## config.mk

```make
export PLATFORM = sky130hd
export DESIGN_NAME = morra_match_controller_flat
export DESIGN_NICKNAME = d
export VERILOG_FILES = /design/src/rtl/morra_match_controller_if.sv /design/src/rtl/morra_match_controller.sv /design/src/flat_wrapper.sv
export SDC_FILE = /design/constraint.sdc
export NUM_CORES = 1
export LEC_CHECK = 0
export BUFFER_PORTS_ARGS = -buffer_cell sky130_fd_sc_hd__clkbuf_2
export CAP_MARGIN = 20
export CORE_MARGIN = 10
export CORE_UTILIZATION = 49
export CTS_CLUSTER_DIAMETER = 100
export CTS_CLUSTER_SIZE = 8
export DETAILED_ROUTE_END_ITERATION = 7
export PLACE_DENSITY = 0.75
export SYNTH_ARGS = -nofsm -noshare
export SYNTH_HDL_FRONTEND = slang
export SYNTH_SLANG_ARGS = --single-unit
```

## constraint.sdc

```tcl
create_clock -name clk -period 2.02 [get_ports clk]
set_clock_uncertainty 0.2 [all_clocks]
set_input_delay 0.404 -clock clk [delete_from_list [all_inputs] [get_ports clk]]
set_output_delay 0.404 -clock clk [all_outputs]
set_load 0.02 [all_outputs]
```

## src/rtl/morra_match_controller_if.sv

```systemverilog
// Player move handshakes for the Morra match controller: one valid/ready/move
// channel per player; the player side drives valid/move, the controller drives ready.
interface morra_match_controller_if;
  logic       p1_valid;
  logic [1:0] p1_move;
  logic       p1_ready;
  logic       p2_valid;
  logic [1:0] p2_move;
  logic       p2_ready;

  modport master (
    output p1_valid, p1_move, p2_valid, p2_move,
    input  p1_ready, p2_ready
  );

  modport slave (
    input  p1_valid, p1_move, p2_valid, p2_move,
    output p1_ready, p2_ready
  );
endinterface

```

## src/rtl/morra_match_controller.sv

```systemverilog
// Match sequencer in front of the Morracinese core: configures the core, collects both moves,
// applies them for one cycle, samples the round result. Optional MORRA_SCOREBOARD_EN adds win/draw counters.
module morra_match_controller #(
  parameter int TIMEOUT_CYCLES = 255,
  parameter int MIN_MANCHE     = 4
) (
  input  logic       clk,
  input  logic       reset,
  input  logic       start,
  input  logic [3:0] cfg_extra,
  // Handshake: a move transfers in a cycle where pN_valid and pN_ready are both high;
  // ready is high only in COLLECT while that player's slot is empty, valid may be raised at any time.
  morra_match_controller_if.slave moves,
  output logic       core_reset,
  output logic [1:0] core_primo,
  output logic [1:0] core_secondo,
  input  logic [1:0] core_manche,
  input  logic [1:0] core_partita,
  output logic       busy,
  output logic       done,
  output logic [1:0] winner,
  output logic [4:0] round_idx,
  output logic       bad_move,
  output logic       timeout,
`ifdef MORRA_SCOREBOARD_EN
  output logic [4:0] p1_wins,
  output logic [4:0] p2_wins,
  output logic [4:0] draws,
`endif
  output logic [2:0] state_dbg
);

  typedef enum logic [2:0] {
    S_IDLE    = 3'd0,
    S_CONFIG  = 3'd1,
    S_COLLECT = 3'd2,
    S_APPLY   = 3'd3,
    S_RESULT  = 3'd4,
    S_DONE    = 3'd5
  } state_t;

  localparam int              TW    = 10;
  localparam logic [TW-1:0]   TLAST = TW'(TIMEOUT_CYCLES - 1);

  state_t      state, state_next;
  logic [3:0]  extra_q;
  logic        s1_full, s2_full;
  logic [1:0]  s1_move, s2_move;
  logic [TW-1:0] timer;
  logic        timeout_q;

  logic        p1_xfer, p2_xfer, p1_take, p2_take;
  logic        both_full_next, one_full;
  logic        accept_start, go_timeout, match_end;
  logic [4:0]  new_idx;
  logic [5:0]  limit;

  assign p1_xfer        = (state == S_COLLECT) && moves.p1_valid && !s1_full;
  assign p2_xfer        = (state == S_COLLECT) && moves.p2_valid && !s2_full;
  assign p1_take        = p1_xfer && (moves.p1_move != 2'b00);
  assign p2_take        = p2_xfer && (moves.p2_move != 2'b00);
  assign both_full_next = (s1_full || p1_take) && (s2_full || p2_take);
  assign one_full       = s1_full ^ s2_full;
  assign new_idx        = (round_idx == 5'd31) ? 5'd31 : round_idx + 5'd1;
  assign limit          = 6'(MIN_MANCHE) + {2'b00, extra_q};

  always_ff @(posedge clk) begin
    if (reset) state <= S_IDLE;
    else       state <= state_next;
  end

  always_comb begin
    state_next     = state;
    core_reset     = 1'b0;
    core_primo     = 2'b00;
    core_secondo   = 2'b00;
    moves.p1_ready = 1'b0;
    moves.p2_ready = 1'b0;
    bad_move       = 1'b0;
    accept_start   = 1'b0;
    go_timeout     = 1'b0;
    match_end      = 1'b0;
    case (state)
      S_IDLE: begin
        core_reset = 1'b1;
        if (start) begin
          accept_start = 1'b1;
          state_next   = S_CONFIG;
        end
      end
      S_CONFIG: begin
        core_reset   = 1'b1;
        core_primo   = extra_q[3:2];
        core_secondo = extra_q[1:0];
        state_next   = S_COLLECT;
      end
      S_COLLECT: begin
        moves.p1_ready = !s1_full;
        moves.p2_ready = !s2_full;
        bad_move       = (p1_xfer && !p1_take) || (p2_xfer && !p2_take);
        // A completing second move in the expiry cycle takes priority over the forfeit.
        if (both_full_next) begin
          state_next = S_APPLY;
        end else if (one_full && timer == TLAST) begin
          go_timeout = 1'b1;
          state_next = S_DONE;
        end
      end
      S_APPLY: begin
        core_primo   = s1_move;
        core_secondo = s2_move;
        state_next   = S_RESULT;
      end
      S_RESULT: begin
        state_next = S_COLLECT;
        if (core_manche != 2'b00 &&
            (core_partita != 2'b00 || {1'b0, new_idx} == limit)) begin
          match_end  = 1'b1;
          state_next = S_DONE;
        end
      end
      S_DONE: state_next = S_IDLE;
      default: state_next = S_IDLE;
    endcase
  end

  always_ff @(posedge clk) begin
    if (reset) begin
      extra_q   <= 4'd0;
      s1_full   <= 1'b0;
      s2_full   <= 1'b0;
      s1_move   <= 2'b00;
      s2_move   <= 2'b00;
      timer     <= '0;
      timeout_q <= 1'b0;
      round_idx <= 5'd0;
      winner    <= 2'b00;
    end else begin
      timeout_q <= go_timeout;
      if (accept_start) begin
        extra_q   <= cfg_extra;
        round_idx <= 5'd0;
        winner    <= 2'b00;
      end
      // Slots and timer are emptied both between matches and after every applied round.
      if (state == S_IDLE || state == S_APPLY) begin
        s1_full <= 1'b0;
        s2_full <= 1'b0;
        timer   <= '0;
      end
      if (state == S_COLLECT) begin
        if (p1_take) begin
          s1_full <= 1'b1;
          s1_move <= moves.p1_move;
        end
        if (p2_take) begin
          s2_full <= 1'b1;
          s2_move <= moves.p2_move;
        end
        if (one_full) timer <= timer + 1'b1;
        if (go_timeout) winner <= s1_full ? 2'b01 : 2'b10;
      end
      if (state == S_RESULT && core_manche != 2'b00) begin
        round_idx <= new_idx;
        if (match_end) winner <= (core_partita != 2'b00) ? core_partita : 2'b11;
      end
    end
  end

`ifdef MORRA_SCOREBOARD_EN
  function automatic logic [4:0] sat_inc(input logic [4:0] v);
    return (v == 5'd31) ? v : v + 5'd1;
  endfunction

  always_ff @(posedge clk) begin
    if (reset || accept_start) begin
      p1_wins <= 5'd0;
      p2_wins <= 5'd0;
      draws   <= 5'd0;
    end else if (state == S_RESULT) begin
      case (core_manche)
        2'b01:   p1_wins <= sat_inc(p1_wins);
        2'b10:   p2_wins <= sat_inc(p2_wins);
        2'b11:   draws   <= sat_inc(draws);
        default: ;
      endcase
    end
  end
`endif

  assign busy      = (state != S_IDLE);
  assign done      = (state == S_DONE);
  assign timeout   = timeout_q;
  assign state_dbg = state;

endmodule

```

## src/flat_wrapper.sv

```systemverilog
// flat-port wrapper written by rule: the top's interface ports become plain ports
module morra_match_controller_flat 
#(
  parameter int TIMEOUT_CYCLES = 255,
  parameter int MIN_MANCHE     = 4
)
  (clk, reset, start, cfg_extra, core_reset, core_primo, core_secondo, core_manche, core_partita, busy, done, winner, round_idx, bad_move, timeout, state_dbg, moves_p1_valid, moves_p1_move, moves_p2_valid, moves_p2_move, moves_p1_ready, moves_p2_ready);
  morra_match_controller_if moves_i ();
  input  logic clk;
  input  logic reset;
  input  logic start;
  input  logic [3:0] cfg_extra;
  output logic core_reset;
  output logic [1:0] core_primo;
  output logic [1:0] core_secondo;
  input  logic [1:0] core_manche;
  input  logic [1:0] core_partita;
  output logic busy;
  output logic done;
  output logic [1:0] winner;
  output logic [4:0] round_idx;
  output logic bad_move;
  output logic timeout;
  output logic [2:0] state_dbg;
  input wire logic [$bits(moves_i.p1_valid)-1:0] moves_p1_valid;
  input wire logic [$bits(moves_i.p1_move)-1:0] moves_p1_move;
  input wire logic [$bits(moves_i.p2_valid)-1:0] moves_p2_valid;
  input wire logic [$bits(moves_i.p2_move)-1:0] moves_p2_move;
  output wire logic [$bits(moves_i.p1_ready)-1:0] moves_p1_ready;
  output wire logic [$bits(moves_i.p2_ready)-1:0] moves_p2_ready;
  assign moves_i.p1_valid = moves_p1_valid;
  assign moves_i.p1_move = moves_p1_move;
  assign moves_i.p2_valid = moves_p2_valid;
  assign moves_i.p2_move = moves_p2_move;
  assign moves_p1_ready = moves_i.p1_ready;
  assign moves_p2_ready = moves_i.p2_ready;
  morra_match_controller #(.TIMEOUT_CYCLES(TIMEOUT_CYCLES), .MIN_MANCHE(MIN_MANCHE)) u_core (.clk(clk), .reset(reset), .start(start), .cfg_extra(cfg_extra), .moves(moves_i), .core_reset(core_reset), .core_primo(core_primo), .core_secondo(core_secondo), .core_manche(core_manche), .core_partita(core_partita), .busy(busy), .done(done), .winner(winner), .round_idx(round_idx), .bad_move(bad_move), .timeout(timeout), .state_dbg(state_dbg));
endmodule
```

==> impl_metrics.yaml <==
worst_setup_path:
  critPathLaunchType: "flop"
  arrival_ns: 2.16
  crit_required_ns: 2.02
  cp-end-kind: "flop"
  critPathMaxFanout: 4
  r2r_start: "u_core.state_dbg[0]$_SDFFE_PP0P_"
  crit_start: "u_core.state_dbg[0]$_SDFFE_PP0P_"
  worstSetupPathType: "flop to flop"
sta:
  hold_ws_ns: 0.137
  setup_viol: 5
  worst_slew_pin_slew_ns: 0.589
  drv_slew: 0
  setup_ws_ns: -0.132
  rsz0062_at_grt: "true"
  max-slew-margin-rel_pct: 60.3
  hold_viol: 0
  period_minus_slack_ns: 2.15
  fmax_mhz: 465
  post-route-period-util_pct: 107
die:
  die_y_microns: 81.1
  die_x_microns: 81.1
  die_area_sq_mm: 0.00658
  ios: 38
  core.rowCount: 22
  start_util_pct: 50.4
  core_area_sq_mm: 0.00363
flow_run:
  cap_viol_max_count: 0
power:
  ir_drop_uv: 478
  power_density_mw_per_mm2: 984
  p_leak_uw: 0.00103
worst_hold_path:
  min_path_type: "primary input to flop"
  hold_path_startpoint: "cfg_extra[0]"
final_layout:
  drive_above_1_share_pct: 34.2
  synthToLayoutAreaGrowth_pct: 35.7
  multi_input_area_sq_mm: 0.00122
  antenna_cells: 0
  seqCellArea_sq_um: 627
  fillers: 304
  num-nets-final: 321
placed_design:
  hpwlAfterDp_microns: 3680
  portBuffers: 37
  gp_congestion: 0.832
  dp_slack_ns: -0.175
synthesis:
  synth-edff-count: 0
  synth_mux_area_share_pct: 6.56
  synth_fa_ha_area_share_pct: 2.73
  synth_compound_area_share_pct: 17.4
  ys.flop_type: "dfxtp_1"
  synthCells: 236
  synth_xor_area_share_pct: 2.87
  synth-async-reset-ratio_pct: 0
  synth_cell_types: 46
  syn_avg_cell_area_sq_um: 7.76
  synth_top_family_by_area: "simple AND/OR/NAND/NOR gates"
  syn_nets: 257
  netlist_area_sq_mm: 0.00183
  yosysSeqAreaShare_pct: 33.9
  yosys_warnings: 0
  synth-simple-area-share_pct: 32.0
  ys_ff_latch: 31
clocking:
  cts_made_buffers: 5
  path_clk_slew_ns: 0.06
  hold_buffers: 0
  clk_latency_ns: 0.29
  cts_max_path_buffers: 2
  cts_tree: "yes"
  root_buffer: "clkbuf_8"
  cts_max_level: 2
  clock-sinks: 31
outcome:
  status: "complete, but fails checks"
  violations: "setup timing"
drt:
  first_pass_iters: 4
  routedWlPerCell_microns: 14.8
  vias: 1938
  drtIter0Drc: 163
  ant_nets: 0
  drt-total-wl_microns: 5150
  vias_per_cell: 5.55
  drc: 0
grt:
  grt_antenna_before_repair: 0
  grt_pass1_vias: 1886
  grt_max_degree: 17
  grt_overflow: 0
  track_usage_pct: 15.8
  grt_pass1_wl_microns: 8360
[cells in the final DEF (no fill, tap or decap), types with 5 or more instances in the layout]
| master | netlist | routed |
|---|---|---|
| clkbuf_2 | 0 | 33 |
| nand2_1 | 30 | 29 |
| buf_4 | 1 | 29 |
| nor2_1 | 32 | 28 |
| dfxtp_1 | 31 | 26 |
| a21oi_1 | 25 | 25 |
| o21ai_0 | 9 | 9 |
| inv_1 | 9 | 8 |
| nor3_1 | 9 | 8 |
| clkbuf_8 | 0 | 8 |
| mux2i_1 | 6 | 6 |
| nand3_1 | 6 | 6 |
| dfxtp_2 | 0 | 5 |
[metrics by stage]
stage | TNS [ns] | util, % | power [uW] | instance area (sq um) | instances
6_report | -0.509 | 68.4 | 2450 | 2490 | 349
5_1_grt | -0.904 | 68.4 | 2600 | 2490 | 349
4_1_cts | -0.694 | 66.2 | 2350 | 2410 | 348
3_5_place_dp | -0.368 | 61.6 | 1770 | 2240 | 338
3_3_place_gp | -0.215 | 61.6 | 1750 | 2240 | 338
2_1_floorplan | -0.450 | - | 1440 | 1840 | 236
[layout make-up]
type	instances	share of cell area, %
Multi-Input combinational cell	186	49.1
Timing Repair Buffer	67	17.8
Sequential cell	31	25.2
Clock buffer	8	4.03
Tap cell	48	2.42
Inverter	9	1.51
[registers in the layout, summed over array words and instances (netlist names), 2 cells and up]
name	cells
u_core.s2_move	2
u_core.round_idx	5
u_core.state_dbg	3
u_core.extra_q	4
u_core.winner	2
u_core.timer	10
u_core.s1_move	2
[where the power goes]
group | internal (uW) | switching, uW | total (uW) | leakage, uW
Sequential | 676 | 58.6 | 734 | 0.000253
Clock | 311 | 233 | 544 | 0.0000515
Combinational | 467 | 701 | 1170 | 0.000730
[final timing paths]
path	to	slack [ns]	cells after the start
max reg2reg	u_core.winner[0]$_SDFF_PP0_	-0.13	5
min	u_core.extra_q[0]$_SDFFE_PP0P_	0.14	3
min reg2reg	u_core.s1_move[0]$_SDFFE_PP0P_	0.26	2
max	u_core.winner[0]$_SDFF_PP0_	-0.13	5
[synthesized netlist by cell type (all sizes together), types with 5 or more instances]
master | count | area share, %
inv | 9 | 1.8
nand2 | 30 | 6.1
dfxtp | 31 | 34
clkbuf | 7 | 1.4
nor3 | 9 | 2.5
o21ai | 9 | 2.5
mux2 | 5 | 3.3
nor2 | 33 | 6.9
mux2i | 6 | 3.3
nand3 | 6 | 1.6
a21oi | 25 | 6.8
[worst max-delay path: stages, from the launching register on]
cell	delay, ns
dfxtp_2	0.32
or3b_4	0.42
o31a_1	0.31
o211ai_1	0.27
mux2_4	0.33
a211oi_2	0.22
[per-layer routing]
| layer | wire, microns | track usage, % |
|---|---|---|
| met1 | 2210 | 19.3 |
| met3 | 397 | 4.30 |
| met4 | 85 | 6.75 |
| met2 | 2460 | 25.6 |
| met5 | 0 | 0 |
[what timing repair did]
action,4_1_cts,5_1_grt
pin swaps,5,4
endpoints found under the setup margin,6,18
buffers inserted,2,1
resized for setup,13,21
[logic make-up after synthesis]
kind of cell / Yosys count
multiplexers: 11
AND/OR/NAND/NOR: 112
flip-flops: 31
buffers and inverters: 19
XOR/XNOR: 6
adder cells (fa/ha/maj): 4
AO/OA/AOI/OAI: 53
(Power assumes the default switching activity.)
